File: config.mk
export PLATFORM = sky130hd
export DESIGN_NAME = ysyx_24100027_ifu
export DESIGN_NICKNAME = d
export VERILOG_FILES = /design/src/rtl/ysyx_24100027_pkg.sv /design/src/rtl/ysyx_24100027_pc_reg.sv /design/src/rtl/ysyx_24100027_ifu.sv
export SDC_FILE = /design/constraint.sdc
export NUM_CORES = 1
export LEC_CHECK = 0
export CAP_MARGIN = 0
export CORE_ASPECT_RATIO = 1.2
export CORE_MARGIN = 2
export CORE_UTILIZATION = 41
export CTS_CLUSTER_SIZE = 12
export DETAILED_ROUTE_END_ITERATION = 8
export PLACE_DENSITY = 0.82
export SETUP_SLACK_MARGIN = 0.15
export SLEW_MARGIN = 25
export SYNTH_ARGS = -nofsm -noshare
export SYNTH_HDL_FRONTEND = slang
export SYNTH_SLANG_ARGS = --single-unit
File: constraint.sdc
create_clock -name clk -period 2.2 [get_ports clk]
set_input_delay 0.55 -clock clk [delete_from_list [all_inputs] [get_ports clk]]
set_output_delay 0.55 -clock clk [all_outputs]
set_load 0.01 [all_outputs]
File: src/rtl/ysyx_24100027_pkg.sv
// Shared definitions for the ysyx_24100027 instruction fetch unit:
// FSM state encoding, the reset instruction word and the sequential PC step.
package ysyx_24100027_pkg;

  typedef enum logic [1:0] {
    S_REQ   = 2'd0,
    S_WAIT  = 2'd1,
    S_VALID = 2'd2,
    S_FAULT = 2'd3
  } ifu_state_e;

  localparam logic [31:0] INST_NOP = 32'h0000_0013;
  localparam logic [31:0] PC_STEP  = 32'd4;

endpackage

File: src/rtl/ysyx_24100027_pc_reg.sv
// Architectural PC register with synchronous reset to RESET_PC, a load
// enable and a sequential/redirect next-PC select.
// YSYX_24100027_IFU_ALIGN_CHECK_EN defined: a redirect target is loaded
// unmodified and misaligned_o flags a target with non-zero low bits.
// Undefined: the two low bits of a redirect target are cleared on load.
module ysyx_24100027_pc_reg
  import ysyx_24100027_pkg::*;
#(
  parameter logic [31:0] RESET_PC = 32'h8000_0000
) (
  input  logic        clk,
  input  logic        rst,
  input  logic        load_i,
  input  logic        redirect_i,
  input  logic [31:0] redirect_pc_i,
`ifdef YSYX_24100027_IFU_ALIGN_CHECK_EN
  output logic        misaligned_o,
`endif
  output logic [31:0] pc_o
);

  logic [31:0] pc_q;
  logic [31:0] pc_d;
  logic [31:0] target;

`ifdef YSYX_24100027_IFU_ALIGN_CHECK_EN
  // Keep the raw target so a faulting PC is visible for debug.
  assign target       = redirect_pc_i;
  assign misaligned_o = redirect_i && (redirect_pc_i[1:0] != 2'b00);
`else
  // Silently word-align redirect targets.
  assign target = redirect_pc_i & ~32'h0000_0003;
`endif

  // Next-PC select: hold, step by one word (modular wrap), or redirect.
  // NOTE: every variable written in always_comb gets a default first so no
  // path through the block leaves it unassigned, which would infer a latch.
  always_comb begin
    pc_d = pc_q;
    if (load_i) begin
      pc_d = redirect_i ? target : (pc_q + PC_STEP);
    end
  end

  // PC state register with synchronous active-high reset.
  // NOTE: sequential state uses non-blocking assignments so every register
  // samples its inputs from before the edge, regardless of statement order.
  always_ff @(posedge clk) begin
    if (rst) begin
      pc_q <= RESET_PC;
    end else begin
      pc_q <= pc_d;
    end
  end

  assign pc_o = pc_q;

endmodule

File: src/rtl/ysyx_24100027_ifu.sv
// Instruction fetch unit: holds the PC, fetches one word per PC over a
// valid/ready memory port and presents pc/inst to the core under a
// valid/ready handshake. All outputs decode from registers.
// Optional feature macro: YSYX_24100027_IFU_ALIGN_CHECK_EN (misaligned
// redirect goes to a sticky fault state instead of being word-aligned).
module ysyx_24100027_ifu
  import ysyx_24100027_pkg::*;
#(
  parameter logic [31:0] RESET_PC = 32'h8000_0000
) (
  input  logic        clk,
  input  logic        rst,
  output logic        imem_req_valid,
  input  logic        imem_req_ready,
  output logic [31:0] imem_addr,
  input  logic        imem_rsp_valid,
  input  logic [31:0] imem_rsp_data,
  output logic        out_valid,
  input  logic        out_ready,
  output logic [31:0] pc,
  output logic [31:0] inst,
  input  logic        redirect_valid,
  input  logic [31:0] redirect_pc,
  output logic        fault
);

  ifu_state_e  state_q;
  ifu_state_e  state_d;
  logic [31:0] inst_q;
  logic [31:0] inst_d;
  logic        pc_load;
  logic [31:0] pc_w;
`ifdef YSYX_24100027_IFU_ALIGN_CHECK_EN
  logic        misaligned;
`endif

  // The PC only moves when the core accepts the presented instruction.
  assign pc_load = (state_q == S_VALID) && out_ready;

  ysyx_24100027_pc_reg #(
    .RESET_PC (RESET_PC)
  ) u_pc_reg (
    .clk           (clk),
    .rst           (rst),
    .load_i        (pc_load),
    .redirect_i    (redirect_valid),
    .redirect_pc_i (redirect_pc),
`ifdef YSYX_24100027_IFU_ALIGN_CHECK_EN
    .misaligned_o  (misaligned),
`endif
    .pc_o          (pc_w)
  );

  // Next-state and instruction-capture logic.
  always_comb begin
    state_d = state_q;
    inst_d  = inst_q;
    case (state_q)
      S_REQ: begin
        if (imem_req_ready) state_d = S_WAIT;
      end
      S_WAIT: begin
        if (imem_rsp_valid) begin
          inst_d  = imem_rsp_data;
          state_d = S_VALID;
        end
      end
      S_VALID: begin
        if (out_ready) begin
`ifdef YSYX_24100027_IFU_ALIGN_CHECK_EN
          state_d = misaligned ? S_FAULT : S_REQ;
`else
          state_d = S_REQ;
`endif
        end
      end
`ifdef YSYX_24100027_IFU_ALIGN_CHECK_EN
      S_FAULT: state_d = S_FAULT;
`endif
      default: state_d = S_REQ;
    endcase
  end

  // State and instruction registers with synchronous active-high reset.
  always_ff @(posedge clk) begin
    if (rst) begin
      state_q <= S_REQ;
      inst_q  <= INST_NOP;
    end else begin
      state_q <= state_d;
      inst_q  <= inst_d;
    end
  end

  assign imem_req_valid = (state_q == S_REQ);
  assign out_valid      = (state_q == S_VALID);
  assign imem_addr      = pc_w;
  assign pc             = pc_w;
  assign inst           = inst_q;
`ifdef YSYX_24100027_IFU_ALIGN_CHECK_EN
  assign fault          = (state_q == S_FAULT);
`else
  assign fault          = 1'b0;
`endif

endmodule

Yosys cells after proc, flatten, opt, wreduce, memory -nomap -nowiden
Cells that the tools add are included.
{ "classes": {"add_sub_neg": 1, "n_mul": 0, "div_mod_pow": 0, "magnitude_cmp": 0, "eq_ne": 5, "n_shift": 0, "n_mux": 5, "n_bitwise": 0, "n_reduce_logical": 4} }
{ "ops": {"columns": ["cell", "n"], "rows": [
  ["adder 32 x 3 -> 32 bit (second input constant)", 1],
  ["2-to-1 mux 32 bit", 1],
  ["2-to-1 mux 2 bit", 3],
  ["case mux 2 bit (3 select lines)", 1],
  ["!= test 2 x 1 -> 1 bit (second input constant)", 2],
  ["AND reduction 3 bit", 1],
  ["equality test 2 x 1 -> 1 bit (second input constant)", 1],
  ["equality test 2 bit (second input constant)", 1],
  ["logical NOT 2 bit", 1],
  ["!= test 2 bit (second input constant)", 1],
  ["AND reduction 2 bit", 1],
  ["logical AND 1 bit", 1]
]} }
{ "totals": {"reg_bits": 66, "latchBits": 0, "ramBits": 0, "rom_bits": 0, "n_memories": 0} }

Longest topological paths before layout
Gate-level depths: netlist (run 1).
{ "depth": {"depth_word": 3, "ltp_mapped": 7, "depth_no_buf": 6} }

Modules after synthesis
From an unflattened synthesis (run 1), not the netlist that was laid out.
{ "hier_totals": {"hier_cells": 447, "area_unflattened_um2": 3871.2} }
{ "by_module_without_submodules": {"columns": ["mod", "instances", "cells_per_inst", "area_per_inst_um2", "seq_area_each_um2"], "rows": [
  ["ysyx_24100027_pc_reg", 1, 263, 2072.0, 600.6],
  ["ysyx_24100027_ifu", 1, 184, 1799.2, 680.7]
]} }

Least setup slack after synthesis (run 1)
OpenSTA, ideal clock, no wires.
{ "synth_timing": {"path_type": "register -> register", "start": "register u_pc_reg.pc_q[2] (netlist: u_pc_reg.pc_o[2])", "end": "register u_pc_reg.pc_q[24] (netlist: u_pc_reg.pc_o[24])", "t_arrival_ns": 1.813, "slack_ns": 0.313, "path_stages_with_launch": 7, "period_less_slack_ns": 1.887, "path_cell_list": "dfxtp_1 ha_1 nand4_2 nor3_4 nand3_1 or4_1 a31oi_1"} }
{ "synth_between": {"elab_chain_len": 2} }
{ "synth_rtl": {"columns": ["item", "line", "rtl"], "rows": [
  ["start: declaration", "ysyx_24100027_pc_reg.sv:22", "logic [31:0] pc_q;"],
  ["start signal: assignment", "ysyx_24100027_pc_reg.sv:52", "pc_q <= pc_d;"],
  ["adder 32 x 3 -> 32 bit", "ysyx_24100027_pc_reg.sv:41", "pc_d = redirect_i ? target : (pc_q + PC_STEP);"],
  ["2-to-1 mux 32 bit", "ysyx_24100027_pc_reg.sv:41", null]
]} }
No other way between the ends.
A chain may end at the register's enable or synchronous reset.

Worst setup path in the final report (run 1)
{ "layout_timing": {"start": "register u_pc_reg.pc_q[17] (netlist: u_pc_reg.pc_o[17])", "end": "output imem_addr[17]"} }
{ "layout_rtl": {"columns": ["item", "line", "rtl"], "rows": [
  ["end: declaration", "ysyx_24100027_ifu.sv:15", "output logic [31:0] imem_addr,"]
]} }
No word-level cell between the ends.

==> results.sh, run 1 <==
export IMPL_port_buffers=161
export IMPL_wl_per_cell_um=15.7
export IMPL_peakVddDrop_mv=0.440
export IMPL_drtIter0Drc=279
export IMPL_postSynth_asyncResetShare_pct=0
export IMPL_cts_sinks=64
export IMPL_clock_skew_ns=0.00639
export IMPL_tritoncts="built"
export IMPL_drc=0
export IMPL_max_freq_mhz=500
export IMPL_synth_area_per_cell_sq_um=7.67
export IMPL_clk_pin_slew_worst_paths_ns=0.08
export IMPL_drive_above_1_share_pct=10.9
export IMPL_die_x_um=87.3
export IMPL_reg2reg_slack_ns=0.24
export IMPL_rsz0062_at_grt="no"
export IMPL_synth_edf_count=0
export IMPL_finalMaxSlewViolations=0
export IMPL_yosys_warnings=0
export IMPL_crit_path_max_fanout=9
export IMPL_multiInputGateArea_sq_um=1760
export IMPL_grt_pass1_wl_um=17000
export IMPL_rows=36
export IMPL_ant_nets=0
export IMPL_final_common_cell="clkdlybuf4s50_1"
export IMPL_slowest_delay_ns=0.60
export IMPL_viasPerCell=5.62
export IMPL_final_cell_mix="159 x clkdlybuf4s50_1, 86 x nand2_1, 62 x dfxtp_1, 51 x a21oi_1, 25 x buf_4"
export IMPL_synthToLayoutAreaGrowth_pct=52.7
export IMPL_place_congestion=0.869
export IMPL_endpoint_kind="output pin"
export IMPL_netlist_cell_type_count=59
export IMPL_synth_area_leaders="dfxtp_1 38%, nand2_1 9.5%, buf_4 7.9%"
export IMPL_cts_hold_buf=0
export IMPL_fill_cells=671
export IMPL_worstRegToRegCells=7
export IMPL_wl_um=10700
export IMPL_hold_path_startpoint="inst[22]$_SDFFE_PP0P_"
export IMPL_synth_seq_cells=64
export IMPL_grt_pass1_vias=3572
export IMPL_r2r_end="u_pc_reg.pc_o[28]$_SDFFE_PP0N_"
export IMPL_setup_viol=0
export IMPL_path_class="reg -> out"
export IMPL_tns_ns=0
export IMPL_grt_max_degree=44
export IMPL_numCtsBuffers=9
export IMPL_cp_cell_sequence="clkdlybuf4s50_1"
export IMPL_cp_top_family="buffers and inverters"
export IMPL_antenna_cells=0
export IMPL_ios=169
export IMPL_grt_overflow=0
export IMPL_rr_startpoint="u_pc_reg.pc_o[2]$_SDFFE_PP0N_"
export IMPL_initial_core_util_pct=42.1
export IMPL_nets=653
export IMPL_power_mw=2.74
export IMPL_yosysTopAreaCell="dfxtp_1"
export IMPL_power_density_nw_per_um2=526
export IMPL_crit_buf_inv=1
export IMPL_slowest_stage="clkdlybuf4s50_1"
export IMPL_cts_buffer_depth=2
export IMPL_final_min_clock_period_ns=2.00
export IMPL_drtPass1Iterations=7
export IMPL_maxCapViolCount=0
export IMPL_cts_max_level=3
export IMPL_status="complete, no violations"
export IMPL_hold_depth=2
export IMPL_maxSlewHeadroom_pct=58.6
export IMPL_yosysSeqAreaShare_pct=37.5
export IMPL_postSynthCellCount=445
export IMPL_track_usage_pct=23.1
export IMPL_hp_class="reg -> reg"
export IMPL_finalHoldViolations=0
export IMPL_synth_top_area_share_pct=37.5
export IMPL_antenna_found_initial=0
export IMPL_cts_root_buffer="clkbuf_8"
export IMPL_die_area_sq_um=9080
export IMPL_min_to="inst[22]$_SDFFE_PP0P_"
export IMPL_die_y_um=104
export IMPL_min_period_over_period_pct=91.0
export IMPL_critPathRequiredTime_ns=1.65
export IMPL_core_area_sq_um=8110
export IMPL_synthFlopType="dfxtp_1"
export IMPL_vias=3833
export IMPL_tightest_slew_ns=0.616
export IMPL_regArea_sq_um=1280
export IMPL_clkLatencyLatePin_ns=0.34
export IMPL_critPathLaunchType="flop"
export IMPL_syn_area_sq_um=3410
export IMPL_cp_data_arrival_time_ns=1.45
export IMPL_post_dp_hpwl_um=7850
export IMPL_leakagePower_nw=1.87
export IMPL_fin_util_pct=64.3
Yosys cell counts (all sizes together), types with 5 or more instances:
cell     n
a211oi   8
or3      6
and3    10
nand4   10
nor3    11
buf     39
a31oi    5
nor2    24
nand2   86
dfxtp   64
nor4     8
o21ai   18
a21oi   51
nand3   15
clkbuf  26
a311oi   5
and2     6
timing repair:
| action | 4_1_cts | 5_1_grt |
|---|---|---|
| setup endpoints to repair | 3 | 8 |
| resized for setup | 3 | 2 |
| pin swaps | 0 | 1 |
| buffers inserted | 0 | 1 |
layout make-up:
class / count / area share, %
clock buffer: 9 / 2.38
clock inverter: 7 / 1.82
inverter: 3 / 0.216
multi-input combinational: 317 / 33.8
sequential: 64 / 24.6
tap: 95 / 2.28
timing repair buffer: 187 / 34.8
where the power goes:
group,switching [mW],total [mW],internal (mW)
combinational,0.166,0.389,0.223
sequential,0.0254,1.22,1.19
clock,0.497,1.14,0.640
total,0.688,2.74,2.05
worst reg2reg max path: stages, from the launching register on:
cell and delay (ns):
dfxtp_1 0.35, ha_1 0.25, nand4_2 0.25, nor3_4 0.30, buf_4 0.17, nand4_1 0.13, or3_1 0.36, o211ai_1 0.08
how the worst max path moves through the flow:
stage | endpoint | start | depth (start not counted)
6_report | imem_addr[17] | u_pc_reg.pc_o[17]$_SDFFE_PP0N_ | 1
5_1_grt | imem_addr[5] | u_pc_reg.pc_o[5]$_SDFFE_PP0N_ | 2
4_1_cts | out_valid | state_q[1]$_SDFFE_PP0P_ | 2
3_5_place_dp | u_pc_reg.pc_o[25]$_SDFFE_PP0N_ | out_ready | 5
3_3_place_gp | u_pc_reg.pc_o[19]$_SDFFE_PP0N_ | out_ready | 4
2_1_floorplan | u_pc_reg.pc_o[24]$_SDFFE_PP0N_ | u_pc_reg.pc_o[2]$_SDFFE_PP0N_ | 6
metrics by stage:
| stage | std cells | setup slack, ns | cell area [sq um] | hold slack, ns |
|---|---|---|---|---|
| floorplan | 449 | 0.313 | 3430 | 0.469 |
| global placement | 665 | 0.0271 | 4970 | 0.441 |
| detailed placement | 665 | 0.00981 | 4970 | 0.448 |
| CTS | 681 | 0.158 | 5200 | 0.458 |
| global route | 682 | 0.151 | 5210 | 0.476 |
| finish | 682 | 0.199 | 5210 | 0.454 |
sequential cells by signal, summed over array words and instances (netlist names):
name	count
inst	32
state_q	2
u_pc_reg.pc_o	30
cell families (layout without fill, tap and decap cells):
family / after synthesis / count (layout) / synth area share (%)
DFF: 64 / 64 / 37.5
and+or+nand+nor: 192 / 192 / 28.4
other: 1 / 5 / 0.110
AOI/OAI and AO/OA: 114 / 114 / 20.4
muxes: 5 / 5 / 1.61
adders and majority gates: 1 / 1 / 0.366
buffers and inverters: 68 / 206 / 11.5
metal layers:
layer | routed length [um] | share of wire, % | GRT usage, % | vias up
met5 | 0 | 0 | 0 | -
met4 | 410 | 3.8 | 12.0 | 0
met3 | 1140 | 11 | 6.51 | 41
met2 | 5160 | 48 | 36.9 | 237
met1 | 4020 | 37 | 27.7 | 1737
li1 | - | - | - | 1818
(Power assumes the default switching activity.)
==> inputs of run 2 (changes only) <==
--- a/config.mk
+++ b/config.mk
@@ -7,7 +7,7 @@
 export LEC_CHECK = 0
 export CAP_MARGIN = 0
 export CORE_ASPECT_RATIO = 1.2
-export CORE_MARGIN = 2
+export CORE_MARGIN = 4
 export CORE_UTILIZATION = 41
 export CTS_CLUSTER_SIZE = 12
 export DETAILED_ROUTE_END_ITERATION = 8
@@ -17,3 +17,4 @@
 export SYNTH_ARGS = -nofsm -noshare
 export SYNTH_HDL_FRONTEND = slang
 export SYNTH_SLANG_ARGS = --single-unit
+export TNS_END_PERCENT = 10
==> results.sh, run 2 (same netlist as run 1, synthesis figures left out) <==
export IMPL_status="complete, no violations"
export IMPL_hold_depth=2
export IMPL_core_area_sq_um=8110
export IMPL_finalHoldViolations=0
export IMPL_hold_path_startpoint="inst[22]$_SDFFE_PP0P_"
export IMPL_antenna_found_initial=0
export IMPL_reg2reg_slack_ns=0.16
export IMPL_min_period_over_period_pct=92.6
export IMPL_port_buffers=161
export IMPL_cts_hold_buf=0
export IMPL_worstRegToRegCells=5
export IMPL_regArea_sq_um=1280
export IMPL_numCtsBuffers=9
export IMPL_grt_overflow=0
export IMPL_critPathLaunchType="flop"
export IMPL_power_density_nw_per_um2=484
export IMPL_place_congestion=0.869
export IMPL_crit_path_max_fanout=7
export IMPL_clkLatencyLatePin_ns=0.35
export IMPL_rows=36
export IMPL_cts_sinks=64
export IMPL_min_to="inst[22]$_SDFFE_PP0P_"
export IMPL_grt_pass1_vias=3679
export IMPL_peakVddDrop_mv=0.376
export IMPL_rsz0062_at_grt="yes"
export IMPL_cp_cell_sequence="nand3_1 > or4_4 > nor3_4 > mux2_4 > o21ai_2"
export IMPL_die_x_um=91.3
export IMPL_maxSlewHeadroom_pct=57.6
export IMPL_nets=656
export IMPL_final_min_clock_period_ns=2.04
export IMPL_drtPass1Iterations=5
export IMPL_initial_core_util_pct=42.1
export IMPL_drc=0
export IMPL_final_common_cell="clkdlybuf4s50_1"
export IMPL_clk_pin_slew_worst_paths_ns=0.07
export IMPL_drive_above_1_share_pct=10.2
export IMPL_post_dp_hpwl_um=8340
export IMPL_cts_max_level=3
export IMPL_fill_cells=719
export IMPL_maxCapViolCount=0
export IMPL_synthToLayoutAreaGrowth_pct=51.4
export IMPL_post_cts_resized=1
export IMPL_fin_ws_ns=0.162
export IMPL_grt_max_degree=46
export IMPL_finalHoldWorstSlack_ns=0.452
export IMPL_vias=3818
export IMPL_r2r_end="u_pc_reg.pc_o[29]$_SDFFE_PP0N_"
export IMPL_postCtsSetupBuffers=0
export IMPL_setup_viol=0
export IMPL_tightest_slew_ns=0.636
export IMPL_fin_util_pct=63.8
export IMPL_track_usage_pct=22.3
export IMPL_design_area_sq_um=5170
export IMPL_viasPerCell=5.57
export IMPL_grt_pass1_wl_um=17700
export IMPL_slowest_delay_ns=0.63
export IMPL_path_class="reg -> reg"
export IMPL_max_freq_mhz=491
export IMPL_final_cell_mix="159 x clkdlybuf4s50_1, 86 x nand2_1, 64 x dfxtp_1, 51 x a21oi_1, 28 x buf_4"
export IMPL_rr_startpoint="u_pc_reg.pc_o[10]$_SDFFE_PP0N_"
export IMPL_finalMaxSlewViolations=0
export IMPL_cp_data_arrival_time_ns=2.32
export IMPL_cts_buffer_depth=2
export IMPL_wl_per_cell_um=16.4
export IMPL_cts_root_buffer="clkbuf_8"
export IMPL_multiInputGateArea_sq_um=1760
export IMPL_dpl_instance_area_sq_um=5000
export IMPL_endpoint_kind="flop"
export IMPL_leakagePower_nw=1.84
export IMPL_ios=169
export IMPL_tritoncts="built"
export IMPL_largest_reg_flops=32
export IMPL_ant_nets=0
export IMPL_critPathRequiredTime_ns=2.48
export IMPL_hp_class="reg -> reg"
export IMPL_wl_um=11200
export IMPL_antenna_cells=0
export IMPL_drtIter0Drc=292
export IMPL_die_y_um=108
export IMPL_slowest_stage="or4_4"
export IMPL_place_ws_ns=-0.0594
export IMPL_die_area_sq_um=9860
export IMPL_clock_skew_ns=0.00646
run 2: worst max-delay path by stage:
stage | from | end | slack, ns | depth (start not counted)
2_1_floorplan | u_pc_reg.pc_o[2]$_SDFFE_PP0N_ | u_pc_reg.pc_o[24]$_SDFFE_PP0N_ | 0.31 | 6
3_3_place_gp | out_ready | u_pc_reg.pc_o[11]$_SDFFE_PP0N_ | 0.08 | 6
3_5_place_dp | out_ready | u_pc_reg.pc_o[11]$_SDFFE_PP0N_ | -0.06 | 6
4_1_cts | u_pc_reg.pc_o[10]$_SDFFE_PP0N_ | u_pc_reg.pc_o[29]$_SDFFE_PP0N_ | 0.17 | 5
5_1_grt | u_pc_reg.pc_o[10]$_SDFFE_PP0N_ | u_pc_reg.pc_o[23]$_SDFFE_PP0N_ | 0.09 | 5
6_report | u_pc_reg.pc_o[10]$_SDFFE_PP0N_ | u_pc_reg.pc_o[29]$_SDFFE_PP0N_ | 0.16 | 5
run 2: per-stage QoR:
stage                     TNS (ns)  cells  power [mW]
final                            0    685        2.50
after global routing             0    685        2.60
after CTS                        0    685        2.52
after detailed placement   -0.0594    669        1.63
after global placement           0    669        1.62
after floorplan                  0    449        1.40
run 2: report_power, final:
group | switching, mW | leakage, nW | internal, mW
clock network | 0.456 | 0.0834 | 0.437
logic | 0.168 | 1.24 | 0.225
registers | 0.0247 | 0.518 | 1.19
total | 0.648 | 1.84 | 1.85
run 2: layout make-up:
type / count / share of cell area, %
sequential: 64 / 24.8
inverter: 3 / 0.218
multi-input combinational: 317 / 34.0
clock inverter: 3 / 0.339
tap: 95 / 2.30
timing repair buffer: 190 / 35.5
clock buffer: 13 / 2.88
run 2: metal layers:
layer	part of all wire [%]	vias to the layer above	GRT usage [%]
met5	0	-	0
met4	3.1	0	12.4
met3	12	30	7.24
met2	47	236	37.1
met1	38	1720	25.3
li1	-	1832	-
run 2: critical path: cells and delay by family, from the launching register on:
family	cells	cell delay [ns]
AO/OA/AOI/OAI	1	0.06
AND/OR/NAND/NOR	3	1.14
multiplexers	1	0.33
flip-flops	1	0.44
==> inputs of run 3 (changes only) <==
--- a/config.mk
+++ b/config.mk
@@ -6,9 +6,11 @@
 export NUM_CORES = 1
 export LEC_CHECK = 0
 export CAP_MARGIN = 0
+export CELL_PAD_IN_SITES_DETAIL_PLACEMENT = 1
+export CELL_PAD_IN_SITES_GLOBAL_PLACEMENT = 1
 export CORE_ASPECT_RATIO = 1.2
 export CORE_MARGIN = 4
-export CORE_UTILIZATION = 41
+export CORE_UTILIZATION = 28
 export CTS_CLUSTER_SIZE = 12
 export DETAILED_ROUTE_END_ITERATION = 8
 export PLACE_DENSITY = 0.82
==> results.sh, run 3 (same netlist as run 1, synthesis figures left out) <==
export IMPL_hold_path_startpoint="inst[9]$_SDFFE_PP0P_"
export IMPL_finalHoldWorstSlack_ns=0.453
export IMPL_crit_buf_inv=1
export IMPL_seq_power_share_pct=35.8
export IMPL_min_period_over_period_pct=91.5
export IMPL_largest_reg_flops=32
export IMPL_grt_pass1_wl_um=22100
export IMPL_finalMaxSlewViolations=0
export IMPL_p_sw_share_pct=22.4
export IMPL_worstRegToRegCells=7
export IMPL_switching_power_mw=0.762
export IMPL_grt_max_degree=46
export IMPL_synthToLayoutAreaGrowth_pct=60.7
export IMPL_die_area_sq_um=14000
export IMPL_cts_hold_buf=0
export IMPL_port_buffers=161
export IMPL_power_mw=3.40
export IMPL_wl_per_cell_um=18.6
export IMPL_vias=3883
export IMPL_finalHoldViolations=0
export IMPL_nets=657
export IMPL_cp_data_arrival_time_ns=2.27
export IMPL_final_min_clock_period_ns=2.01
export IMPL_cts_max_level=3
export IMPL_peakVddDrop_mv=0.378
export IMPL_track_usage_pct=20.1
export IMPL_clk_pin_slew_worst_paths_ns=0.06
export IMPL_numCtsBuffers=9
export IMPL_viasPerCell=5.19
export IMPL_status="complete, no violations"
export IMPL_die_y_um=129
export IMPL_tritoncts="built"
export IMPL_pwr_share_comb_pct=11.9
export IMPL_slowest_delay_ns=0.37
export IMPL_cts_buffer_depth=2
export IMPL_critPathLaunchType="flop"
export IMPL_maxSlewHeadroom_pct=57.9
export IMPL_clkLatencyLatePin_ns=0.34
export IMPL_tightest_slew_ns=0.627
export IMPL_power_internal_mw=2.64
export IMPL_ant_nets=0
export IMPL_ios=169
export IMPL_die_x_um=109
export IMPL_maxCapViolCount=0
export IMPL_power_density_nw_per_um2=620
export IMPL_hp_class="reg -> reg"
export IMPL_rsz0062_at_grt="yes"
export IMPL_slowest_stage="or3_1"
export IMPL_rr_startpoint="u_pc_reg.pc_o[2]$_SDFFE_PP0N_"
export IMPL_final_cell_mix="159 x clkdlybuf4s50_1, 86 x nand2_1, 64 x dfxtp_1, 51 x a21oi_1, 27 x buf_4"
export IMPL_fin_util_pct=46.8
export IMPL_clock_skew_ns=0.00689
export IMPL_final_common_cell="clkdlybuf4s50_1"
export IMPL_drtPass1Iterations=4
export IMPL_endpoint_kind="flop"
export IMPL_cp_cell_sequence="ha_1 > nand4_2 > nor3_4 > buf_4 > nand4_1 > or3_1 > o211ai_1"
export IMPL_antenna_cells=0
export IMPL_place_congestion=0.875
export IMPL_reg2reg_slack_ns=0.19
export IMPL_drive_above_1_share_pct=11.0
export IMPL_setup_viol=0
export IMPL_crit_path_max_fanout=5
export IMPL_antenna_found_initial=1
export IMPL_r2r_end="u_pc_reg.pc_o[28]$_SDFFE_PP0N_"
export IMPL_clkPwrFrac_pct=52.3
export IMPL_hold_depth=2
export IMPL_grt_overflow=0
export IMPL_path_depth=7
export IMPL_grt_pass1_vias=4273
export IMPL_post_dp_hpwl_um=10300
export IMPL_drc=0
export IMPL_critPathRequiredTime_ns=2.46
export IMPL_leakagePower_nw=1.95
export IMPL_cts_sinks=64
export IMPL_max_freq_mhz=497
export IMPL_initial_core_util_pct=29.1
export IMPL_tns_ns=0
export IMPL_path_class="reg -> reg"
export IMPL_cp_top_family="simple AND/OR/NAND/NOR gates"
export IMPL_core_area_sq_um=11700
export IMPL_min_to="inst[9]$_SDFFE_PP0P_"
export IMPL_cts_root_buffer="clkbuf_16"
export IMPL_wl_um=13900
export IMPL_rows=43
export IMPL_drtIter0Drc=115
==> run 3: cell count changes in the layout (fill, tap and decap cells not counted), sizes merged <==
cell | previous run | this run
clkinvlp | 1 | 2
clkinv | 3 | 2
buf | 30 | 31
bufinv | 0 | 4
clkbuf | 13 | 9
==> run 3: worst max-delay path by stage <==
stage                                    from                        endpoint
6_report        u_pc_reg.pc_o[2]$_SDFFE_PP0N_  u_pc_reg.pc_o[28]$_SDFFE_PP0N_
5_1_grt         u_pc_reg.pc_o[2]$_SDFFE_PP0N_  u_pc_reg.pc_o[28]$_SDFFE_PP0N_
4_1_cts        u_pc_reg.pc_o[11]$_SDFFE_PP0N_  u_pc_reg.pc_o[29]$_SDFFE_PP0N_
3_5_place_dp                        out_ready  u_pc_reg.pc_o[25]$_SDFFE_PP0N_
3_3_place_gp                        out_ready  u_pc_reg.pc_o[28]$_SDFFE_PP0N_
2_1_floorplan   u_pc_reg.pc_o[2]$_SDFFE_PP0N_  u_pc_reg.pc_o[24]$_SDFFE_PP0N_
==> run 3: power by group through the flow <==
stage | registers, mW | clock network (mW) | logic [mW]
floorplan | 1.25 | 0 | 0.144
global placement | 1.24 | 0 | 0.397
detailed placement | 1.24 | 0 | 0.406
CTS | 1.22 | 1.81 | 0.410
global route | 1.22 | 1.88 | 0.439
finish | 1.22 | 1.78 | 0.406
==> run 3: metal layers <==
| layer | vias up | track usage [%] | share of wire, % |
|---|---|---|---|
| met5 | - | 0 | 0.072 |
| met4 | 2 | 6.84 | 1.9 |
| met3 | 23 | 8.63 | 10 |
| met2 | 177 | 35.5 | 50 |
| met1 | 1849 | 21.3 | 38 |
| li1 | 1832 | - | - |
==> run 3: worst reg2reg max path: stages (launching register included) <==
cell	delay (ns)
dfxtp_1	0.36
ha_1	0.26
nand4_2	0.26
nor3_4	0.31
buf_4	0.17
nand4_1	0.12
or3_1	0.37
o211ai_1	0.08
==> run 3: metrics by stage <==
step	cells	area, sq um	setup slack [ns]
3_5_place_dp	730	5100	-0.0212
4_1_cts	746	5470	0.120
5_1_grt	748	5490	0.0488
6_report	748	5490	0.187
3_3_place_gp	730	5100	0.0884
2_1_floorplan	449	3430	0.313
==> run 3: layout make-up <==
| type | instances | area (sq um) |
|---|---|---|
| clock buffer | 9 | 225 |
| clock inverter | 7 | 144 |
| fill | 1432 | 6240 |
| inverter | 3 | 11.3 |
| multi-input combinational | 317 | 1760 |
| sequential | 64 | 1280 |
| tap | 157 | 196 |
| timing repair buffer | 191 | 1870 |
==> run 3: what timing repair did <==
action	4_1_cts	5_1_grt
gates resized for setup	1	1
endpoints found under the setup margin	2	14
pin swaps	0	1
buffers inserted	0	2
